--- src/rtl/mem_stage_pkg.sv ---
// Shared types for the handshaked memory stage: access-size encodings, FSM states
// and the byte-lane width derivation used by the stage, its aligner and its bus.
package mem_stage_pkg;

  typedef enum logic [1:0] {
    SIZE_BYTE = 2'd0,
    SIZE_HALF = 2'd1,
    SIZE_WORD = 2'd2,
    SIZE_RSVD = 2'd3
  } mem_size_e;

  typedef enum logic [1:0] {
    S_IDLE = 2'd0,
    S_WAIT = 2'd1,
    S_DONE = 2'd2
  } state_e;

  function automatic int be_width(input int xlen);
    return xlen / 8;
  endfunction

  // Number of address bits that select a byte lane inside one bus word.
  function automatic int lane_width(input int xlen);
    return $clog2(xlen / 8);
  endfunction

endpackage

--- src/rtl/mem_stage_hs_if.sv ---
// Data-memory request/acknowledge bus between the memory stage (master) and the
// data memory (slave).
interface mem_stage_hs_if
  import mem_stage_pkg::*;
#(
  parameter int XLEN = 32
);
  localparam int BE_W = be_width(XLEN);

  logic            dmem_req;
  logic            dmem_we;
  logic [XLEN-1:0] dmem_addr;
  logic [XLEN-1:0] dmem_wdata;
  logic [BE_W-1:0] dmem_be;
  logic [XLEN-1:0] dmem_rdata;
  logic            dmem_ack;

  modport master (
    output dmem_req, dmem_we, dmem_addr, dmem_wdata, dmem_be,
    input  dmem_rdata, dmem_ack
  );

  modport slave (
    input  dmem_req, dmem_we, dmem_addr, dmem_wdata, dmem_be,
    output dmem_rdata, dmem_ack
  );

endinterface

--- src/rtl/mem_lane_align.sv ---
// Combinational byte-lane aligner: store data replication and byte enables,
// plus load lane extraction with sign or zero extension.
module mem_lane_align
  import mem_stage_pkg::*;
#(
  parameter  int XLEN = 32,
  localparam int BE_W = be_width(XLEN),
  localparam int LW   = lane_width(XLEN)
) (
  input  logic [1:0]      size_i,
  input  logic [LW-1:0]   lane_i,
  input  logic            uns_i,
  input  logic [XLEN-1:0] store_data_i,
  input  logic [XLEN-1:0] rdata_i,
  output logic [BE_W-1:0] be_o,
  output logic [XLEN-1:0] wdata_o,
  output logic [XLEN-1:0] load_data_o
);

  logic [7:0]    rbytes [BE_W];
  logic [LW-1:0] lane_eff;
  logic [LW-1:0] lane_hi;
  logic [7:0]    ld_byte;
  logic [15:0]   ld_half;

  genvar gi;
  generate
    for (gi = 0; gi < BE_W; gi++) begin : g_rbytes
      assign rbytes[gi] = rdata_i[8*gi +: 8];
    end
  endgenerate

  // Misaligned offsets are truncated to the natural alignment of the access.
  always_comb begin
    lane_eff = '0;
    case (size_i)
      SIZE_BYTE: lane_eff = lane_i;
      SIZE_HALF: lane_eff = {lane_i[LW-1:1], 1'b0};
      default:   lane_eff = '0;
    endcase
  end

  assign lane_hi = {lane_eff[LW-1:1], 1'b1};
  assign ld_byte = rbytes[lane_eff];
  assign ld_half = {rbytes[lane_hi], rbytes[lane_eff]};

  always_comb begin
    be_o        = '1;
    wdata_o     = store_data_i;
    load_data_o = rdata_i;
    case (size_i)
      SIZE_BYTE: begin
        be_o        = BE_W'(1) << lane_eff;
        wdata_o     = {BE_W{store_data_i[7:0]}};
        load_data_o = {{(XLEN-8){ld_byte[7] & ~uns_i}}, ld_byte};
      end
      SIZE_HALF: begin
        be_o        = BE_W'(3) << lane_eff;
        wdata_o     = {(BE_W/2){store_data_i[15:0]}};
        load_data_o = {{(XLEN-16){ld_half[15] & ~uns_i}}, ld_half};
      end
      default: begin
        be_o        = '1;
        wdata_o     = store_data_i;
        load_data_o = rdata_i;
      end
    endcase
  end

endmodule

--- src/rtl/mem_stage_hs.sv ---
// Pipelined memory stage with a wait-state data-memory handshake and stall output.
// Define MEM_STAGE_MISALIGN_TRAP_EN to trap misaligned half/word accesses.
module mem_stage_hs
  import mem_stage_pkg::*;
#(
  parameter  int XLEN = 32,
  parameter  int RA_W = 5,
  localparam int BE_W = be_width(XLEN)
) (
  input  logic             clk,
  input  logic             reset,
  input  logic             we,
  input  logic             is_branch,
  input  logic [XLEN-1:0]  pc_branch,
  input  logic             alu_zero,
  input  logic             mem_read,
  input  logic             mem_write,
  input  logic [1:0]       mem_size,
  input  logic             mem_unsigned,
  input  logic             mem_to_reg,
  input  logic [XLEN-1:0]  alu_out,
  input  logic [XLEN-1:0]  data_t,
  input  logic [RA_W-1:0]  reg_addr,
  input  logic             reg_write,
  mem_stage_hs_if.master   dmem,
  output logic             stall,
  output logic [RA_W-1:0]  reg_probe,
  output logic [XLEN-1:0]  data_probe,
  output logic             write_probe,
  output logic [XLEN-1:0]  reg_data,
  output logic [RA_W-1:0]  reg_addr_out,
  output logic             reg_write_out,
  output logic             is_branch_out,
`ifdef MEM_STAGE_MISALIGN_TRAP_EN
  output logic             misaligned,
`endif
  output logic [XLEN-1:0]  pc_branch_out
);

  localparam int LW = lane_width(XLEN);

  typedef struct packed {
    logic            is_branch;
    logic            alu_zero;
    logic            mem_read;
    logic            mem_write;
    logic [1:0]      mem_size;
    logic            mem_unsigned;
    logic            mem_to_reg;
    logic            reg_write;
    logic [RA_W-1:0] reg_addr;
    logic [XLEN-1:0] pc_branch;
    logic [XLEN-1:0] alu_out;
    logic [XLEN-1:0] store_data;
  } instr_t;

  state_e          state_q, state_d;
  instr_t          buf_q, buf_d;
  logic [XLEN-1:0] rdata_q, rdata_d;
  logic [XLEN-1:0] reg_data_q, reg_data_d;
  logic [RA_W-1:0] reg_addr_q, reg_addr_d;
  logic            reg_write_q, reg_write_d;
  logic            is_branch_q, is_branch_d;
  logic [XLEN-1:0] pc_branch_q, pc_branch_d;

  instr_t          in_instr;
  instr_t          cur;
  logic            mem_op;
  logic            is_load;
  logic            trap_cur;
  logic            req_raw;
  logic            req;
  logic            ack;
  logic            load_result;
  logic            load_bubble;
  logic [XLEN-1:0] rdata_src;
  logic [XLEN-1:0] res_data;
  logic [BE_W-1:0] align_be;
  logic [XLEN-1:0] align_wdata;
  logic [XLEN-1:0] align_ldata;

  assign in_instr = '{
    is_branch:    is_branch,
    alu_zero:     alu_zero,
    mem_read:     mem_read,
    mem_write:    mem_write,
    mem_size:     mem_size,
    mem_unsigned: mem_unsigned,
    mem_to_reg:   mem_to_reg,
    reg_write:    reg_write,
    reg_addr:     reg_addr,
    pc_branch:    pc_branch,
    alu_out:      alu_out,
    store_data:   data_t
  };

  // Once a request is outstanding the buffered copy is the instruction in the stage.
  assign cur     = (state_q == S_IDLE) ? in_instr : buf_q;
  assign mem_op  = cur.mem_read | cur.mem_write;
  assign is_load = cur.mem_read & ~cur.mem_write;

`ifdef MEM_STAGE_MISALIGN_TRAP_EN
  assign trap_cur = mem_op &
                    (((cur.mem_size == SIZE_HALF) & cur.alu_out[0]) |
                     (cur.mem_size[1] & (|cur.alu_out[LW-1:0])));
`else
  assign trap_cur = 1'b0;
`endif

  always_comb begin
    req_raw = 1'b0;
    case (state_q)
      S_IDLE:  req_raw = we & mem_op & ~trap_cur;
      S_WAIT:  req_raw = 1'b1;
      default: req_raw = 1'b0;
    endcase
  end

  // Reset drops an outstanding request in the same cycle it is asserted.
  assign req   = req_raw & ~reset;
  assign ack   = req & dmem.dmem_ack;
  assign stall = (req & ~dmem.dmem_ack) | (state_q == S_DONE);

  assign rdata_src = (state_q == S_DONE) ? rdata_q : dmem.dmem_rdata;

  mem_lane_align #(.XLEN(XLEN)) u_align (
    .size_i       (cur.mem_size),
    .lane_i       (cur.alu_out[LW-1:0]),
    .uns_i        (cur.mem_unsigned),
    .store_data_i (cur.store_data),
    .rdata_i      (rdata_src),
    .be_o         (align_be),
    .wdata_o      (align_wdata),
    .load_data_o  (align_ldata)
  );

  assign dmem.dmem_req   = req;
  assign dmem.dmem_we    = cur.mem_write;
  assign dmem.dmem_addr  = {cur.alu_out[XLEN-1:LW], {LW{1'b0}}};
  assign dmem.dmem_wdata = align_wdata;
  assign dmem.dmem_be    = align_be;

  assign res_data = (is_load & cur.mem_to_reg) ? align_ldata : cur.alu_out;

  always_comb begin
    state_d     = state_q;
    buf_d       = buf_q;
    rdata_d     = rdata_q;
    load_result = 1'b0;
    load_bubble = 1'b0;
    case (state_q)
      S_IDLE: begin
        if (we) begin
          if (mem_op & ~trap_cur & ~ack) begin
            buf_d       = in_instr;
            state_d     = S_WAIT;
            load_bubble = 1'b1;
          end else begin
            load_result = 1'b1;
          end
        end
      end
      S_WAIT: begin
        if (ack) begin
          if (we) begin
            load_result = 1'b1;
            state_d     = S_IDLE;
          end else begin
            rdata_d = dmem.dmem_rdata;
            state_d = S_DONE;
          end
        end else if (we) begin
          load_bubble = 1'b1;
        end
      end
      S_DONE: begin
        if (we) begin
          load_result = 1'b1;
          state_d     = S_IDLE;
        end
      end
      default: state_d = S_IDLE;
    endcase
  end

  always_comb begin
    reg_data_d  = reg_data_q;
    reg_addr_d  = reg_addr_q;
    reg_write_d = reg_write_q;
    is_branch_d = is_branch_q;
    pc_branch_d = pc_branch_q;
    if (load_result) begin
      reg_data_d  = res_data;
      reg_addr_d  = cur.reg_addr;
      reg_write_d = cur.reg_write & ~trap_cur;
      is_branch_d = cur.is_branch & cur.alu_zero;
      pc_branch_d = cur.pc_branch;
    end
    if (load_bubble) begin
      reg_write_d = 1'b0;
      is_branch_d = 1'b0;
    end
  end

  always_ff @(posedge clk) begin
    if (reset) begin
      state_q     <= S_IDLE;
      buf_q       <= '0;
      rdata_q     <= '0;
      reg_data_q  <= '0;
      reg_addr_q  <= '0;
      reg_write_q <= 1'b0;
      is_branch_q <= 1'b0;
      pc_branch_q <= '0;
    end else begin
      state_q     <= state_d;
      buf_q       <= buf_d;
      rdata_q     <= rdata_d;
      reg_data_q  <= reg_data_d;
      reg_addr_q  <= reg_addr_d;
      reg_write_q <= reg_write_d;
      is_branch_q <= is_branch_d;
      pc_branch_q <= pc_branch_d;
    end
  end

`ifdef MEM_STAGE_MISALIGN_TRAP_EN
  logic misaligned_q, misaligned_d;

  always_comb begin
    misaligned_d = misaligned_q;
    if (load_result) misaligned_d = trap_cur;
    if (load_bubble) misaligned_d = 1'b0;
  end

  always_ff @(posedge clk) begin
    if (reset) misaligned_q <= 1'b0;
    else       misaligned_q <= misaligned_d;
  end

  assign misaligned = misaligned_q;
`endif

  assign reg_probe     = cur.reg_addr;
  assign data_probe    = cur.alu_out;
  assign write_probe   = cur.reg_write & ~cur.mem_to_reg;
  assign reg_data      = reg_data_q;
  assign reg_addr_out  = reg_addr_q;
  assign reg_write_out = reg_write_q;
  assign is_branch_out = is_branch_q;
  assign pc_branch_out = pc_branch_q;

endmodule

--- src/flat_wrapper.sv ---
// flat-port wrapper written by rule: the top's interface ports become plain ports
module mem_stage_hs_flat import mem_stage_pkg::*;
#(
  parameter  int XLEN = 32,
  parameter  int RA_W = 5,
  localparam int BE_W = be_width(XLEN)
)
  (clk, reset, we, is_branch, pc_branch, alu_zero, mem_read, mem_write, mem_size, mem_unsigned, mem_to_reg, alu_out, data_t, reg_addr, reg_write, stall, reg_probe, data_probe, write_probe, reg_data, reg_addr_out, reg_write_out, is_branch_out, pc_branch_out, dmem_dmem_req, dmem_dmem_we, dmem_dmem_addr, dmem_dmem_wdata, dmem_dmem_be, dmem_dmem_rdata, dmem_dmem_ack);
  mem_stage_hs_if #(.XLEN(XLEN)) dmem_i ();
  input  logic clk;
  input  logic reset;
  input  logic we;
  input  logic is_branch;
  input  logic [XLEN-1:0] pc_branch;
  input  logic alu_zero;
  input  logic mem_read;
  input  logic mem_write;
  input  logic [1:0] mem_size;
  input  logic mem_unsigned;
  input  logic mem_to_reg;
  input  logic [XLEN-1:0] alu_out;
  input  logic [XLEN-1:0] data_t;
  input  logic [RA_W-1:0] reg_addr;
  input  logic reg_write;
  output logic stall;
  output logic [RA_W-1:0] reg_probe;
  output logic [XLEN-1:0] data_probe;
  output logic write_probe;
  output logic [XLEN-1:0] reg_data;
  output logic [RA_W-1:0] reg_addr_out;
  output logic reg_write_out;
  output logic is_branch_out;
  output logic [XLEN-1:0] pc_branch_out;
  output wire logic [$bits(dmem_i.dmem_req)-1:0] dmem_dmem_req;
  output wire logic [$bits(dmem_i.dmem_we)-1:0] dmem_dmem_we;
  output wire logic [$bits(dmem_i.dmem_addr)-1:0] dmem_dmem_addr;
  output wire logic [$bits(dmem_i.dmem_wdata)-1:0] dmem_dmem_wdata;
  output wire logic [$bits(dmem_i.dmem_be)-1:0] dmem_dmem_be;
  input wire logic [$bits(dmem_i.dmem_rdata)-1:0] dmem_dmem_rdata;
  input wire logic [$bits(dmem_i.dmem_ack)-1:0] dmem_dmem_ack;
  assign dmem_dmem_req = dmem_i.dmem_req;
  assign dmem_dmem_we = dmem_i.dmem_we;
  assign dmem_dmem_addr = dmem_i.dmem_addr;
  assign dmem_dmem_wdata = dmem_i.dmem_wdata;
  assign dmem_dmem_be = dmem_i.dmem_be;
  assign dmem_i.dmem_rdata = dmem_dmem_rdata;
  assign dmem_i.dmem_ack = dmem_dmem_ack;
  mem_stage_hs #(.XLEN(XLEN), .RA_W(RA_W)) u_core (.clk(clk), .reset(reset), .we(we), .is_branch(is_branch), .pc_branch(pc_branch), .alu_zero(alu_zero), .mem_read(mem_read), .mem_write(mem_write), .mem_size(mem_size), .mem_unsigned(mem_unsigned), .mem_to_reg(mem_to_reg), .alu_out(alu_out), .data_t(data_t), .reg_addr(reg_addr), .reg_write(reg_write), .dmem(dmem_i), .stall(stall), .reg_probe(reg_probe), .data_probe(data_probe), .write_probe(write_probe), .reg_data(reg_data), .reg_addr_out(reg_addr_out), .reg_write_out(reg_write_out), .is_branch_out(is_branch_out), .pc_branch_out(pc_branch_out));
endmodule
--- config.mk ---
export PLATFORM = sky130hd
export DESIGN_NAME = mem_stage_hs_flat
export DESIGN_NICKNAME = d
export VERILOG_FILES = /design/src/rtl/mem_stage_pkg.sv /design/src/rtl/mem_stage_hs_if.sv /design/src/rtl/mem_lane_align.sv /design/src/rtl/mem_stage_hs.sv /design/src/flat_wrapper.sv
export SDC_FILE = /design/constraint.sdc
export NUM_CORES = 1
export LEC_CHECK = 0
export CAP_MARGIN = 20
export CORE_UTILIZATION = 45
export CTS_CLUSTER_DIAMETER = 200
export CTS_CLUSTER_SIZE = 8
export DETAILED_ROUTE_END_ITERATION = 12
export GPL_ROUTABILITY_DRIVEN = 0
export PLACE_DENSITY_LB_ADDON = 0.25
export SLEW_MARGIN = 30
export SYNTH_ARGS = -nofsm -noshare
export SYNTH_HDL_FRONTEND = slang
export SYNTH_SLANG_ARGS = --single-unit
--- constraint.sdc ---
create_clock -name clk -period 3.2 [get_ports clk]
set_clock_uncertainty 0.1 [all_clocks]
set_input_delay 0.64 -clock clk [delete_from_list [all_inputs] [get_ports clk]]
set_output_delay 0.64 -clock clk [all_outputs]
set_load 0.01 [all_outputs]
==> summary.md <==
| Metric | Value |
|---|---|
| Setup Crit Path Kind | `register to primary output` |
| Max Clk Rate | `0.316 GHz` |
| Most used DFF post-synth | `dfxtp_1` |
| Port Buffers | `323` |
| DRC | `0` |
| Filler-free cell count of the finished design | `2024` |
| Most common cell after layout, fill and taps aside | `nand2_1` |
| Die W | `158 um` |
| PwrDens | `479 mW/mm2` |
| Worst reg-to-reg path cell count | `11` |
| Slew HR | `60.1%` |
| Fin crit period | `3.16 ns` |
| Vias | `11300` |
| I/O pins | `326` |
| Status | `complete, no violations` |
| Actual slew at the worst max-slew pin | `0.582 ns` |
| Area post-placement | `0.0141 mm2` |
| Leakage | `6.12 nW` |
| Sw Ratio | `27.8%` |
| First-pass GRT wire length | `57100 um` |
| Netlist cell types | `66` |
| Core Region | `0.0237 mm2` |
| CTS Sinks | `215` |
| Final Net Count | `1850` |
| Post-synth EDFFs | `0` |
| WP data arrival | `2.42 ns` |
| Detailed-router iteration count before antenna repair | `5` |
| Post-Synthesis Cells | `1464` |
| Hold_buf cts | `0` |
| Die ar. | `0.0249 mm2` |
| Total track usage | `29.3%` |
| CP Launch Type | `register` |
| Worst hold path type | `input pin to register` |
| Syn-to-layout area delta | `40.3%` |
| Sequential-to-total area share from yosys stat | `39.3%` |
| H-tree depth | `1` |
| Crit. End Element | `primary output` |
| Final Worst Setup Slack | `0.0389 ns` |
| Logic pwr share | `22.4%` |
| Psw | `2.05 mW` |
| Root buffer cell | `clkbuf_16` |
| Vias in the first global route | `10500` |
| Synth Register Bits | `215` |
| Synth warn | `0` |
| Initial DRC Count | `989` |
| Ys async rst share | `0%` |
| Min-Delay Path Depth | `3` |
| CTS Buffer Depth | `3` |
| Hold Vio Cnt, Final | `0` |
| Via density | `5.57` |
| Vert. Die Dim | `158 um` |
| Worst-path clk slew | `0.05 ns` |
| Share of cells above drive strength 1 | `11.7%` |
| Final Instance Area | `0.0154 mm2` |
| Clock network power share | `38.0%` |
| Part of the cycle the worst path needs | `98.8%` |
| Setup WS pre-CTS | `-0.328 ns` |
| Synthesized area | `0.0109 mm2` |
| Internal power | `5.30 mW` |
| Routed Wire Length | `37900 um` |
| TritonCTS clock tree | `done` |
| ANT nets after route | `0` |
| Initial Util | `46.2%` |
| Inst Count DP | `1967` |
| Mapped Avg Cell Area | `7.47 um2` |
| Crit Path Max Fanout | `15` |
| Clock Latency Late Sink | `0.55 ns` |
| Final setup vio count | `0` |
| Part of the power in registers | `39.6%` |
| Peak VDD IR | `0.311 mV` |
| Final Max Tran Viols | `0` |
| FP Rows | `56` |
| FF-to-FF setup slack | `0.43 ns` |
| Initial antenna violation count | `1` |
| Wire length per cell | `18.7 um` |
| Total global routing overflow | `0` |
| Post-DP HPWL | `25300 um` |
| Largest net degree at the start of global routing | `207` |
| Most frequent cells in the layout | `502 x nand2_1, 284 x clkdlybuf4s50_1, 212 x dfxtp_1, 178 x a21oi_1, 68 x nor2_1` |
| Max-Cap Viols | `0` |
| Critical Path RT | `2.46 ns` |
| Num CTS Buffers | `30` |
registers in the layout (all words and copies together) (netlist names):
| register | flops |
|---|---|
| u_core.buf_q | 110 |
| u_core.pc_branch_out | 32 |
| u_core.rdata_q | 32 |
| u_core.reg_data | 32 |
| u_core.reg_addr_out | 5 |
| u_core.state_q | 2 |
| u_core.is_branch_out | 1 |
| u_core.reg_write_out | 1 |
cell families (layout without fill, tap and decap cells):
family	Yosys count	in the layout	synth area share, %
simple gates	644	644	23.7
compound gates	344	346	21.5
flops	215	215	39.3
buf+inv	206	443	10.3
mux	54	54	5.05
other cells	1	3	0.0343
worst paths after layout:
kind	start	end
min	mem_size[0]	u_core.buf_q[104]$_SDFFE_PP0P_
min reg2reg	u_core.rdata_q[12]$_SDFFE_PP0P_	u_core.rdata_q[12]$_SDFFE_PP0P_
max	u_core.state_q[1]$_SDFFE_PP0P_	data_probe[14]
max reg2reg	u_core.state_q[1]$_SDFFE_PP0P_	u_core.reg_data[20]$_SDFFE_PP0P_
synthesized netlist by cell type, drive strengths merged, types with 2 or more instances:
master	count	share of area, %
mux2i	44	4.0
nand3	8	0.37
a21o	3	0.21
a211oi	8	0.64
o211ai	2	0.14
nor2	72	2.5
mux2	10	1.0
a2bb2oi	5	0.40
o21a	4	0.27
nand2	507	17
a22o	5	0.40
nand3b	3	0.21
a22oi	4	0.27
or2	14	0.80
o21ai	29	1.3
nor3b	3	0.21
nor4	3	0.17
nand2b	3	0.17
o221ai	10	0.80
o22ai	2	0.24
o221a	2	0.21
and3	7	0.40
clkbuf	74	2.5
and2	7	0.40
nor4b	3	0.24
buf	122	7.4
a221oi	19	2.1
a31oi	7	0.46
inv	10	0.34
a2111oi	7	0.62
a311oi	47	4.0
o31ai	2	0.18
dfxtp	215	39
a21oi	180	8.3
nor3	8	0.37
or4	2	0.17
stage by stage:
step | TNS, ns | hold WS, ns | power, mW | utilization (%)
after detailed placement | -9.78 | 0.346 | 4.53 | 59.6
after floorplan | 0 | 0.332 | 3.78 | -
after global routing | -0.0307 | 0.360 | 7.62 | 64.8
after CTS | -0.00127 | 0.353 | 7.36 | 64.1
final | 0 | 0.350 | 7.35 | 64.8
after global placement | -8.11 | 0.338 | 4.50 | 59.6
routing by layer:
layer | up-vias | global-route usage (%) | share of wire, % | wire (um)
met1 | 5328 | 36.7 | 41 | 15500
met5 | - | 0 | 0 | 0
met4 | 0 | 10.7 | 3.3 | 1260
met2 | 479 | 49.4 | 47 | 17800
li1 | 5381 | - | - | -
met3 | 93 | 6.13 | 8.7 | 3300
cell type report:
type / instances / area (um2)
Fill cell: 2055 / 8330
Clock buffer: 32 / 779
Timing Repair Buffer: 401 / 4110
Sequential cell: 215 / 4310
Inverter: 10 / 37.5
Antenna cell: 1 / 2.50
Multi-Input combinational cell: 1046 / 5720
Tap cell: 319 / 399
power groups by stage:
stage / sequential, mW / clock [mW] / combinational, mW
after global placement: 2.95 / 0 / 1.55
after CTS: 2.91 / 2.83 / 1.62
final: 2.91 / 2.80 / 1.65
after floorplan: 2.96 / 0 / 0.817
after detailed placement: 2.96 / 0 / 1.57
after global routing: 2.92 / 2.94 / 1.76
critical path: stages, from the launching register on:
cell,delay (ns)
dfxtp_4,0.38
nor2_4,0.23
buf_6,0.18
buf_16,0.17
mux2_2,0.40
clkdlybuf4s50_1,0.49
what timing repair did:
item                       CTS  global route
gates resized for setup     73            22
setup buffers               13             5
gates cloned                 4             1
setup endpoints to repair  103            48
pin swaps                    3             3
No activity file was read; power rests on OpenSTA's default activity.
